<file path="src/rtl/cache_ctrl.sv">
// Cache management unit for a 2-way, 32-set, 4-word-line data cache: hit/miss handling,
// dirty-victim write-back and word-by-word line refill over a req/ack memory bus.
module cache_ctrl #(
   parameter int ADDR_BITS  = 32,
   parameter int TAG_BITS   = 23,
   parameter int SET_NUM    = 32,
   parameter int LINE_WORDS = 4
) (
   input  logic                 clk,
   input  logic                 rst,
   input  logic                 cpu_req,
   input  logic                 cpu_we,
   input  logic [ADDR_BITS-1:0] cpu_addr,
   input  logic [2:0]           cpu_u_b_h_w,
   input  logic [31:0]          cpu_din,
   output logic [31:0]          cpu_dout,
   output logic                 cpu_stall,
   output logic [ADDR_BITS-1:0] cache_addr,
   output logic                 cache_load,
   output logic                 cache_edit,
   output logic                 cache_store,
   output logic                 cache_invalid,
   output logic [2:0]           cache_u_b_h_w,
   output logic [31:0]          cache_din,
   input  logic                 cache_hit,
   input  logic                 cache_valid,
   input  logic                 cache_dirty,
   input  logic [TAG_BITS-1:0]  cache_tag,
   input  logic [31:0]          cache_dout,
   output logic                 mem_cs,
   output logic                 mem_we,
   output logic [ADDR_BITS-1:0] mem_addr,
   output logic [31:0]          mem_dout,
   input  logic [31:0]          mem_din,
   input  logic                 mem_ack
);

   localparam int SET_BITS  = $clog2(SET_NUM);
   localparam int WORD_BITS = $clog2(LINE_WORDS);
   localparam int OFF       = WORD_BITS + 2;

   typedef enum logic [2:0] {INIT, IDLE, CHECK, WB_RD, WB_WR, FILL, REFILL} state_t;

   state_t                state_q, state_d;
   logic [SET_BITS-1:0]   set_cnt_q, set_cnt_d;
   logic [WORD_BITS-1:0]  word_cnt_q, word_cnt_d;
   logic [TAG_BITS-1:0]   victim_tag_q, victim_tag_d;
   logic [31:0]           wb_data_q, wb_data_d;
   logic                  wb_fresh_q, wb_fresh_d;
   logic [ADDR_BITS-1:0]  line_addr;

   assign line_addr     = {cpu_addr[ADDR_BITS-1:OFF], word_cnt_q, 2'b00};
   assign cpu_dout      = cache_dout;
   assign cache_u_b_h_w = cpu_u_b_h_w;

   always_ff @(posedge clk or posedge rst) begin
      if (rst) begin
         state_q      <= INIT;
         set_cnt_q    <= '0;
         word_cnt_q   <= '0;
         victim_tag_q <= '0;
         wb_data_q    <= '0;
         wb_fresh_q   <= 1'b0;
      end else begin
         state_q      <= state_d;
         set_cnt_q    <= set_cnt_d;
         word_cnt_q   <= word_cnt_d;
         victim_tag_q <= victim_tag_d;
         wb_data_q    <= wb_data_d;
         wb_fresh_q   <= wb_fresh_d;
      end
   end

   always_comb begin
      state_d       = state_q;
      set_cnt_d     = set_cnt_q;
      word_cnt_d    = word_cnt_q;
      victim_tag_d  = victim_tag_q;
      wb_data_d     = wb_data_q;
      wb_fresh_d    = 1'b0;
      cpu_stall     = cpu_req;
      cache_addr    = '0;
      cache_load    = 1'b0;
      cache_edit    = 1'b0;
      cache_store   = 1'b0;
      cache_invalid = 1'b0;
      cache_din     = cpu_din;
      mem_cs        = 1'b0;
      mem_we        = 1'b0;
      mem_addr      = '0;
      mem_dout      = '0;

      case (state_q)
         INIT: begin
            cache_invalid                = ~rst;
            cache_addr[OFF +: SET_BITS]  = set_cnt_q;
            set_cnt_d                    = set_cnt_q + SET_BITS'(1);
            if (set_cnt_q == SET_BITS'(SET_NUM - 1))
               state_d = IDLE;
         end
         IDLE: begin
            cache_addr = cpu_addr;
            cache_load = cpu_req & ~cpu_we;
            cache_edit = cpu_req & cpu_we;
            if (cpu_req)
               state_d = CHECK;
         end
         CHECK: begin
            cpu_stall = ~cache_hit;
            if (cache_hit) begin
               state_d = IDLE;
            end else begin
               word_cnt_d = '0;
               if (cache_valid && cache_dirty) begin
                  victim_tag_d = cache_tag;
                  state_d      = WB_RD;
               end else begin
                  state_d = FILL;
               end
            end
         end
         WB_RD: begin
            cache_addr = line_addr;
            wb_fresh_d = 1'b1;
            state_d    = WB_WR;
         end
         // First WB_WR cycle forwards the freshly read word; later cycles replay the held copy.
         WB_WR: begin
            cache_addr = line_addr;
            mem_cs     = 1'b1;
            mem_we     = 1'b1;
            mem_addr   = {victim_tag_q, cpu_addr[OFF+SET_BITS-1:OFF], word_cnt_q, 2'b00};
            mem_dout   = wb_fresh_q ? cache_dout : wb_data_q;
            wb_data_d  = mem_dout;
            if (mem_ack) begin
               if (word_cnt_q == '1) begin
                  word_cnt_d = '0;
                  state_d    = FILL;
               end else begin
                  word_cnt_d = word_cnt_q + WORD_BITS'(1);
                  state_d    = WB_RD;
               end
            end
         end
         FILL: begin
            cache_addr = line_addr;
            cache_din  = mem_din;
            mem_cs     = 1'b1;
            mem_addr   = line_addr;
            if (mem_ack) begin
               cache_store = 1'b1;
               if (word_cnt_q == '1)
                  state_d = REFILL;
               else
                  word_cnt_d = word_cnt_q + WORD_BITS'(1);
            end
         end
         REFILL: begin
            state_d = IDLE;
         end
         default: begin
            state_d = INIT;
         end
      endcase
   end

endmodule

</file>
<file path="config.mk">
export PLATFORM = sky130hd
export DESIGN_NAME = cache_ctrl
export DESIGN_NICKNAME = d
export VERILOG_FILES = /design/src/rtl/cache_ctrl.sv
export SDC_FILE = /design/constraint.sdc
export NUM_CORES = 1
export LEC_CHECK = 0
export ABC_AREA = 0
export CORE_AREA = 2 2 128 130
export DETAILED_ROUTE_END_ITERATION = 8
export DIE_AREA = 0 0 130 132
export PLACE_DENSITY_LB_ADDON = 0.25
export SLEW_MARGIN = 20
export SYNTH_ARGS = -nofsm -noshare
export SYNTH_HDL_FRONTEND = slang
export SYNTH_SLANG_ARGS = --single-unit
</file>
<file path="constraint.sdc">
create_clock -name clk -period 2.86 [get_ports clk]
set_input_delay 0.429 -clock clk [delete_from_list [all_inputs] [get_ports clk]]
set_output_delay 0.429 -clock clk [all_outputs]
set_load 0.03 [all_outputs]
</file>
==> results of run 1 <==
through the flow:
stage / hold slack (ns) / power (µW) / instance area [µm²] / utilization, % / cells
3_5_place_dp: 0.495 / 6000 / 7660 / 48.7 / 919
6_report: 0.374 / 7130 / 7980 / 50.8 / 934
4_1_cts: 0.372 / 7220 / 7980 / 50.8 / 934
5_1_grt: 0.381 / 7560 / 7980 / 50.8 / 934
2_1_floorplan: 0.460 / 4520 / 4620 / - / 434
3_3_place_gp: 0.488 / 5920 / 7660 / 48.7 / 919
flip-flops by register name, summed over array words and instances, names as in the netlist:
signal,count
wb_data_q,32
victim_tag_q,23
set_cnt_q,5
state_q,3
word_cnt_q,2
wb_fresh_q,1
worst paths after layout:
| path | start | to | cells after the start |
|---|---|---|---|
| worst max-delay path | state_q[1]$_DFFE_PP0P_ | cache_din[26] | 6 |
| worst min-delay path | rst | victim_tag_q[7]$_DFFE_PP0P_ | 2 |
| worst max register to register | state_q[1]$_DFFE_PP0P_ | wb_data_q[29]$_DFFE_PP0N_ | 8 |
| worst min register to register | wb_data_q[1]$_DFFE_PP0N_ | wb_data_q[1]$_DFFE_PP0N_ | 1 |
| max in group asynchronous | rst | wb_data_q[5]$_DFFE_PP0N_ | 3 |
| min in group clk | wb_data_q[1]$_DFFE_PP0N_ | wb_data_q[1]$_DFFE_PP0N_ | 1 |
critical path, delay by kind of cell (launching register included):
| family | cells | cell delay, ns |
|---|---|---|
| buffers and inverters | 3 | 0.97 |
| multiplexers | 1 | 0.39 |
| flip-flops | 1 | 0.35 |
| AND/OR/NAND/NOR | 2 | 0.25 |
timing repair:
item                                    CTS  global route
endpoints found under the hold margin     0             0
endpoints found under the setup margin    0            25
resized for setup                         0             1
buffers inserted                          0             0
synthesized netlist by cell type, types with 4 or more instances:
cell	number	share of area [%]
nand2_1	10	0.81
clkbuf_1	10	0.81
buf_4	40	6.5
and2_1	33	4.5
nor2_1	59	4.8
dfrtp_1	66	36
a22o_1	5	0.95
inv_1	5	0.41
mux2i_1	58	13
mux2_4	20	6.5
o21ai_0	4	0.43
mux2_2	69	17
buf_2	9	0.98
power by group:
group	total, µW	leakage, µW	internal, µW	switching [µW]
Clock	1180	0.000156	806	371
Sequential	1680	0.000809	1390	290
Combinational	4270	0.00238	2020	2250
final cells by class:
| type | count | area [µm²] |
|---|---|---|
| clock buffer | 13 | 260 |
| tap | 216 | 270 |
| multi-input combinational | 296 | 2490 |
| sequential | 66 | 1650 |
| timing repair buffer | 335 | 3220 |
| clock inverter | 2 | 60.1 |
| inverter | 6 | 22.5 |
| fill | 1439 | 7730 |
routing by layer:
layer	wire length [µm]	vias up
li1	-	2015
met1	6310	1952
met2	6790	186
met3	1060	17
met4	225	0
met5	0	-
logic make-up (layout without fill, tap and decap cells):
group / count (synthesis) / in the layout / share of synthesized area [%]
simple gates: 120 / 120 / 13.2
buf+inv: 72 / 356 / 10.4
flops: 66 / 66 / 35.8
fa+ha+maj: 3 / 3 / 0.813
xor+xnor: 3 / 3 / 0.569
other cells: 1 / 2 / 0.0812
compound gates: 21 / 21 / 3.28
mux: 147 / 147 / 35.9
==> results.md, run 1 <==
* Post-synth EDFFs at 0
* Syn. warnings at 0
* Pre-antenna DRT Iters at 4
* M3 GR Usage at 4.02%
* H-tree depth at 3
* Met1 usage at 21.2%
* Initial antenna violation count at 0
* Reg2Reg Setup Slack at 0.68 ns
* FP Rows at 46
* Worst Max-Slew Pin Slew at 0.539 ns
* Async SR Flop Fraction at 100%
* Layout cells sized above 1 at 24.0%
* Routability congestion estimate at 0.780
* Final Hold Viols at 0
* Final WS setup at 0.139 ns
* IO Port Bufs at 323
* Initial Util at 29.4%
* Clock Root Buffer: clkbuf_16
* Cells after synthesis at 433
* Worst slack, placed at 0.236 ns
* Setup CP Type: reg -> out
* Slowest stage cell on the critical path: clkdlybuf4s50_1
* Die area at 17,200 µm²
* Max Cap Viol at 0
* Post-DP HPWL at 11,600 µm
* Clk sinks at 66
* Total Neg Setup Slack at 0 ns
* Maximum vdd drop at 448 µV
* Die width at 130 µm
* RSZ-0062 raised after global routing: false
* CTS tree: yes
* Clk Latency, worst-skew pair at 0.32 ns
* Routing usage on met2 at 26.7%
* Clock transition at the registers of the reported paths at 0.06 ns
* Die Span Y at 132 µm
* Hold Buf Count CTS at 0
* Leakage at 0.00335 µW
* Diode count at 0
* Yosys reg bits at 66
* Max clock buf depth at 2
* Cts bufs inserted at 9
* Area grow syn2layout at 72.8%
* Tcrit/Tclk final at 95.1%
* Post-route ant nets at 0
* Routed WL at 14,400 µm
* Final Slew Violations at 0
* Avg Cell Area, Syn at 10.7 µm²
* Worst slew margin at 64.1%
* DR WL/cell at 15.4 µm
* Slowest stage delay, CP at 0.60 ns
* Total grt overflow at 0
* Vias in the first global route at 4,234
* Seq/Total Area, Yosys at 35.8%
* Vias at 4,170
* DRC viols at 0
* Total global-route track usage at 16.3%
* Commonest cells after routing, fill and taps aside: clkdlybuf4s50_1, mux2_2, dfrtp_1
* Min cycle time layout at 2.72 ns
* Pwr dens at 893 nW/µm²
* Critical path data arrival time at 2.29 ns
* Pin count of the biggest net entering global routing at 34
* Core ar. at 15,700 µm²
* Leading cell type in the layout, fill and taps excluded: clkdlybuf4s50_1
* Synth Flop Type: dfrtp_1
* Crit path required time at 2.43 ns
* First-pass GRT wire length at 22,300 µm
* Worst-path maximum fanout at 33
* Synth unique cells at 44
* Final setup fails at 0
* Routed vias/inst at 4.46
* Critical-path cell list: nand2b_1, inv_2, nand2_1, buf_6, mux2_2, clkdlybuf4s50_1
* I/O pin count at 332
* Hold Path Class: in -> async
* Most Crowded Layer GR: met2
* Crit end category: output port
* CP startpoint kind: register
* Total Nets Final at 879
* Initial DRC Count at 96
* Outcome: finished clean
* Synthesized area at 4620 µm²
* Maximum clock rate at 368 MHz
* Setup Skew at 0.00938 ns
(Power assumes the default switching activity.)
==> inputs of run 2 (changes only) <==
--- a/config.mk
+++ b/config.mk
@@ -10,7 +10,7 @@
 export DETAILED_ROUTE_END_ITERATION = 8
 export DIE_AREA = 0 0 130 132
 export PLACE_DENSITY_LB_ADDON = 0.25
-export SLEW_MARGIN = 20
+export SLEW_MARGIN = 10
 export SYNTH_ARGS = -nofsm -noshare
 export SYNTH_HDL_FRONTEND = slang
 export SYNTH_SLANG_ARGS = --single-unit
==> results of run 2 <==
Final layout, timing and power as in run 1 (identical DEF).
==> inputs of run 3 (changes only) <==
==> config.mk (replaced) <==
export PLATFORM = sky130hd
export DESIGN_NAME = cache_ctrl
export DESIGN_NICKNAME = d
export VERILOG_FILES = /design/src/rtl/cache_ctrl.sv
export SDC_FILE = /design/constraint.sdc
export NUM_CORES = 1
export LEC_CHECK = 0
export ABC_AREA = 1
export CORE_AREA = 2 2 130 132
export DETAILED_ROUTE_END_ITERATION = 8
export DIE_AREA = 0 0 132 134
export PLACE_DENSITY_LB_ADDON = 0.25
export SLEW_MARGIN = 20
export SYNTH_ARGS = -nofsm -noshare
export SYNTH_HDL_FRONTEND = slang
export SYNTH_SLANG_ARGS = --single-unit
==> constraint.sdc (replaced) <==
create_clock -name clk -period 3.4 [get_ports clk]
set_input_delay 0.51 -clock clk [delete_from_list [all_inputs] [get_ports clk]]
set_output_delay 0.51 -clock clk [all_outputs]
set_load 0.03 [all_outputs]
==> run 3 against run 2 <==
Net effect: sequential power is 21% lower; non-clock buffer count down 3; global-route usage grew 1.3 points; critical path depth increased by 1; flip-flop and latch count did not move; setup slack improved by 0.10 ns; sequential share of layout area rose by 0.38 points; first-iteration DRC count rose to 3.4 times the previous value; via count grew 14%; design area fell by 1.9%; count of clock-buffer cells in the layout shrank 2; clock power fell by 22%; highest routed layer unchanged.
==> results.md, run 3 <==
* CP startpoint: state_q[1]$_DFFE_PP0P_ (unchanged)
* Total grt overflow at 0 (unchanged)
* Critical-path cell list: inv_2, nand2_2, nor2_4, clkinv_2, buf_12, o22ai_1, clkdlybuf4s50_1 (was nand2b_1, inv_2, nand2_1, buf_6, mux2_2, clkdlybuf4s50_1)
* Reg2reg path depth at 4 (was 8)
* Pre-antenna DRT Iters at 4 (unchanged)
* Largest regs: wb_data_q: 32 flops, victim_tag_q: 23 flops, set_cnt_q: 5 flops (unchanged)
* Die width at 132 µm (was 130 µm)
* Final setup fails at 0 (unchanged)
* DR WL/cell at 14.5 µm (was 15.4 µm)
* Slowest stage delay, CP at 0.71 ns (was 0.60 ns)
* Routed WL at 16,200 µm (was 14,400 µm)
* Initial antenna violation count at 0 (unchanged)
* Buf/Inv on CP at 4 (was 3)
* Worst-path maximum fanout at 89 (was 33)
* Yosys reg bits at 66 (unchanged)
* Tcrit/Tclk final at 92.8%
* DRC viols at 0 (unchanged)
* Top post-synthesis cells by count: nand2_1, nor2_1, inv_1 (was mux2_2, dfrtp_1, nor2_1)
* Post-synth EDFFs at 0 (unchanged)
* Max Cap Viol at 0 (unchanged)
* Levels on crit path at 7 (was 6)
* Clock Root Buffer: clkbuf_16 (unchanged)
* Initial DRC Count at 329 (was 96)
* Commonest cells after routing, fill and taps aside: clkdlybuf4s50_1, nand2_1, nor2_1 (was clkdlybuf4s50_1, mux2_2, dfrtp_1)
* Clk sinks at 66 (unchanged)
* Async SR Flop Fraction at 100% (unchanged)
* Fin Hold WS at 0.485 ns (was 0.374 ns)
* Post-DP HPWL at 12,700 µm (was 11,600 µm)
* Synth unique cells at 28 (was 44)
* Crit end category: output port (unchanged)
* Slowest stage cell on the critical path: clkdlybuf4s50_1 (unchanged)
* Area grow syn2layout at 78.4% (was 72.8%)
* Worst Max-Slew Pin Slew at 0.859 ns (was 0.539 ns)
* Most common cell in the netlist: nand2_1 (was mux2_2)
* Diode count at 0 (unchanged)
* Worst R2R Start: state_q[0]$_DFFE_PP0P_ (was state_q[1]$_DFFE_PP0P_)
* Core ar. at 16,300 µm² (was 15,700 µm²)
* Hold Path Class: in -> async (unchanged)
* Vias at 4,755 (was 4,170)
* Dpl cells at 1,098 (was 919)
* Layout Cells excl Fill at 1,114 (was 934)
* Total Nets Final at 1,054 (was 879)
* Syn. warnings at 0 (unchanged)
* Gate power share at 61.7% (was 59.9%)
* FP Rows at 47 (was 46)
* Leakage at 0.00350 µW (was 0.00335 µW)
* Sequential power share at 22.5% (was 23.6%)
* Worst slack, placed at 0.634 ns (was 0.236 ns)
* Routed vias/inst at 4.27 (was 4.46)
* Cells after synthesis at 618 (was 433)
* Post-DP Area at 7530 µm² (was 7660 µm²)
* First-pass GRT wire length at 24,800 µm (was 22,300 µm)
* Seq/Total Area, Yosys at 37.6% (was 35.8%)
* Critical path data arrival time at 2.65 ns (was 2.29 ns)
* Setup CP Type: reg -> out (unchanged)
* Maximum vdd drop at 437 µV (was 448 µV)
* Max clock buf depth at 2 (unchanged)
* Maximum clock rate at 317 MHz
* Final Hold Viols at 0 (unchanged)
* Initial Util at 26.9% (was 29.4%)
* Sw Share at 46.2% (was 40.8%)
* Pin count of the biggest net entering global routing at 90 (was 34)
* IO Port Bufs at 323 (unchanged)
* CP startpoint kind: register (unchanged)
* Pwr dens at 748 nW/µm² (was 893 nW/µm²)
* Largest Register: wb_data_q (unchanged)
* Clock transition at the registers of the reported paths at 0.06 ns (about the same)
* Internal power at 3150 µW (was 4220 µW)
* Synthesized area at 4390 µm² (was 4620 µm²)
* Clk Latency, worst-skew pair at 0.33 ns (was 0.32 ns)
* Delay-heaviest family, CP: buffers and inverters (unchanged)
* CTS tree: yes (unchanged)
* Hold Buf Count CTS at 0 (unchanged)
* Leading cell type in the layout, fill and taps excluded: clkdlybuf4s50_1 (unchanged)
* CTS-repair resized insts at 0 (unchanged)
* Total global-route track usage at 17.7% (was 16.3%)
* Total Neg Setup Slack at 0 ns (unchanged)
* Final WS setup at 0.244 ns (was 0.139 ns)
* Min cycle time layout at 3.16 ns
* Setup Skew at 0.00680 ns (was 0.00938 ns)
* Worst slew margin at 42.5% (was 64.1%)
* Synth Flop Type: dfrtp_1 (unchanged)
* H-tree depth at 3 (unchanged)
* Post-Layout Inst Area at 7830 µm² (was 7980 µm²)
* Net switching power at 2710 µW (was 2910 µW)
* Share of the synthesized area in the top cell type at 37.6% (was 35.8%)
* Largest register FFs at 32 (unchanged)
* Crit path required time at 2.89 ns (was 2.43 ns)
* Layout cells sized above 1 at 4.14% (was 24.0%)
* Setup Buffers After CTS at 0 (unchanged)
* Synth area leader: dfrtp_1 (unchanged)
* Die Span Y at 134 µm (was 132 µm)
* Outcome: finished clean (unchanged)
* Final Slew Violations at 0 (unchanged)
* I/O pin count at 332 (unchanged)
* Vias in the first global route at 4,616 (was 4,234)
* RSZ-0062 raised after global routing: false (unchanged)
* Routability congestion estimate at 0.773 (was 0.780)
* Synth area leaders: dfrtp_1, nand2_1, nor2_1, mux2i_1, buf_4 (was dfrtp_1, mux2_2, mux2i_1, buf_4, mux2_4)
* Post-route ant nets at 0 (unchanged)
* Clk pwr share at 15.8% (was 16.5%)
* Die area at 17,700 µm² (was 17,200 µm²)
* Cts bufs inserted at 9 (unchanged)
* Avg Cell Area, Syn at 7.10 µm² (was 10.7 µm²)
[run 3: changes by cell type in the layout (fill, tap and decap cells not counted), sizes merged, moves of 33 or more]
cell / delta
inv: +69
buf: -54
mux2: -88
clkdlybuf4s50: +51
nor2: +44
and2: -33
nand2: +140
[run 3: power by group through the flow]
stage | Sequential, µW | Clock [µW] | Combinational, µW
3_3_place_gp | 1320 | 0 | 3640
2_1_floorplan | 1260 | 0 | 2310
5_1_grt | 1360 | 997 | 3910
4_1_cts | 1320 | 955 | 3660
6_report | 1320 | 925 | 3610
3_5_place_dp | 1320 | 0 | 3650
[run 3: final cells by class]
cell class	count	area [µm²]
clock inverters	5	53.8
inverters	76	287
repair buffers	332	3330
flip-flops and latches	66	1650
well taps	220	275
clock buffers	11	243
fillers	1637	8460
multi-input cells	404	1990
[run 3: metal layers]
layer / vias to the layer above / wire, µm / track usage, % / share of wire [%]
met3: 26 / 892 / 3.93 / 5.5
met4: 0 / 324 / 6.22 / 2.0
li1: 2455 / - / - / -
met5: - / 0 / 0 / 0
met1: 2116 / 7130 / 22.4 / 44
met2: 158 / 7850 / 29.6 / 48
[run 3: kinds of logic after synthesis]
logic type               after synthesis  synth area share, %
buffers and inverters                149                 17.4
adder cells (fa/ha/maj)                3                0.856
AND/OR/NAND/NOR                      271                 24.4
other                                  1               0.0855
XOR/XNOR                               3                0.599
AO/OA/AOI/OAI                         92                 11.5
multiplexers                          33                 7.56
flip-flops                            66                 37.6
[run 3: through the flow]
| stage | total power, µW | util, % |
|---|---|---|
| after CTS | 5930 | 48.1 |
| final | 5860 | 48.1 |
| after global routing | 6260 | 48.1 |
| after global placement | 4950 | 46.2 |
| after detailed placement | 4980 | 46.2 |
| after floorplan | 3580 | - |
[run 3: final timing paths]
path	end	slack, ns
min in group clk	wb_data_q[1]$_DFFE_PP0N_	0.49
setup reg to reg	victim_tag_q[17]$_DFFE_PP0P_	1.45
hold / removal	wb_data_q[5]$_DFFE_PP0N_	0.49
setup / recovery	mem_addr[31]	0.24
max in group asynchronous	victim_tag_q[17]$_DFFE_PP0P_	2.20
hold reg to reg	wb_data_q[1]$_DFFE_PP0N_	0.49
[run 3: worst register-to-register path, cell delays in order (launching register included)]
cell,delay (ns)
dfrtp_1,0.55
nor3_4,0.31
nand2_2,0.52
nor2_1,0.35
a21oi_1,0.07
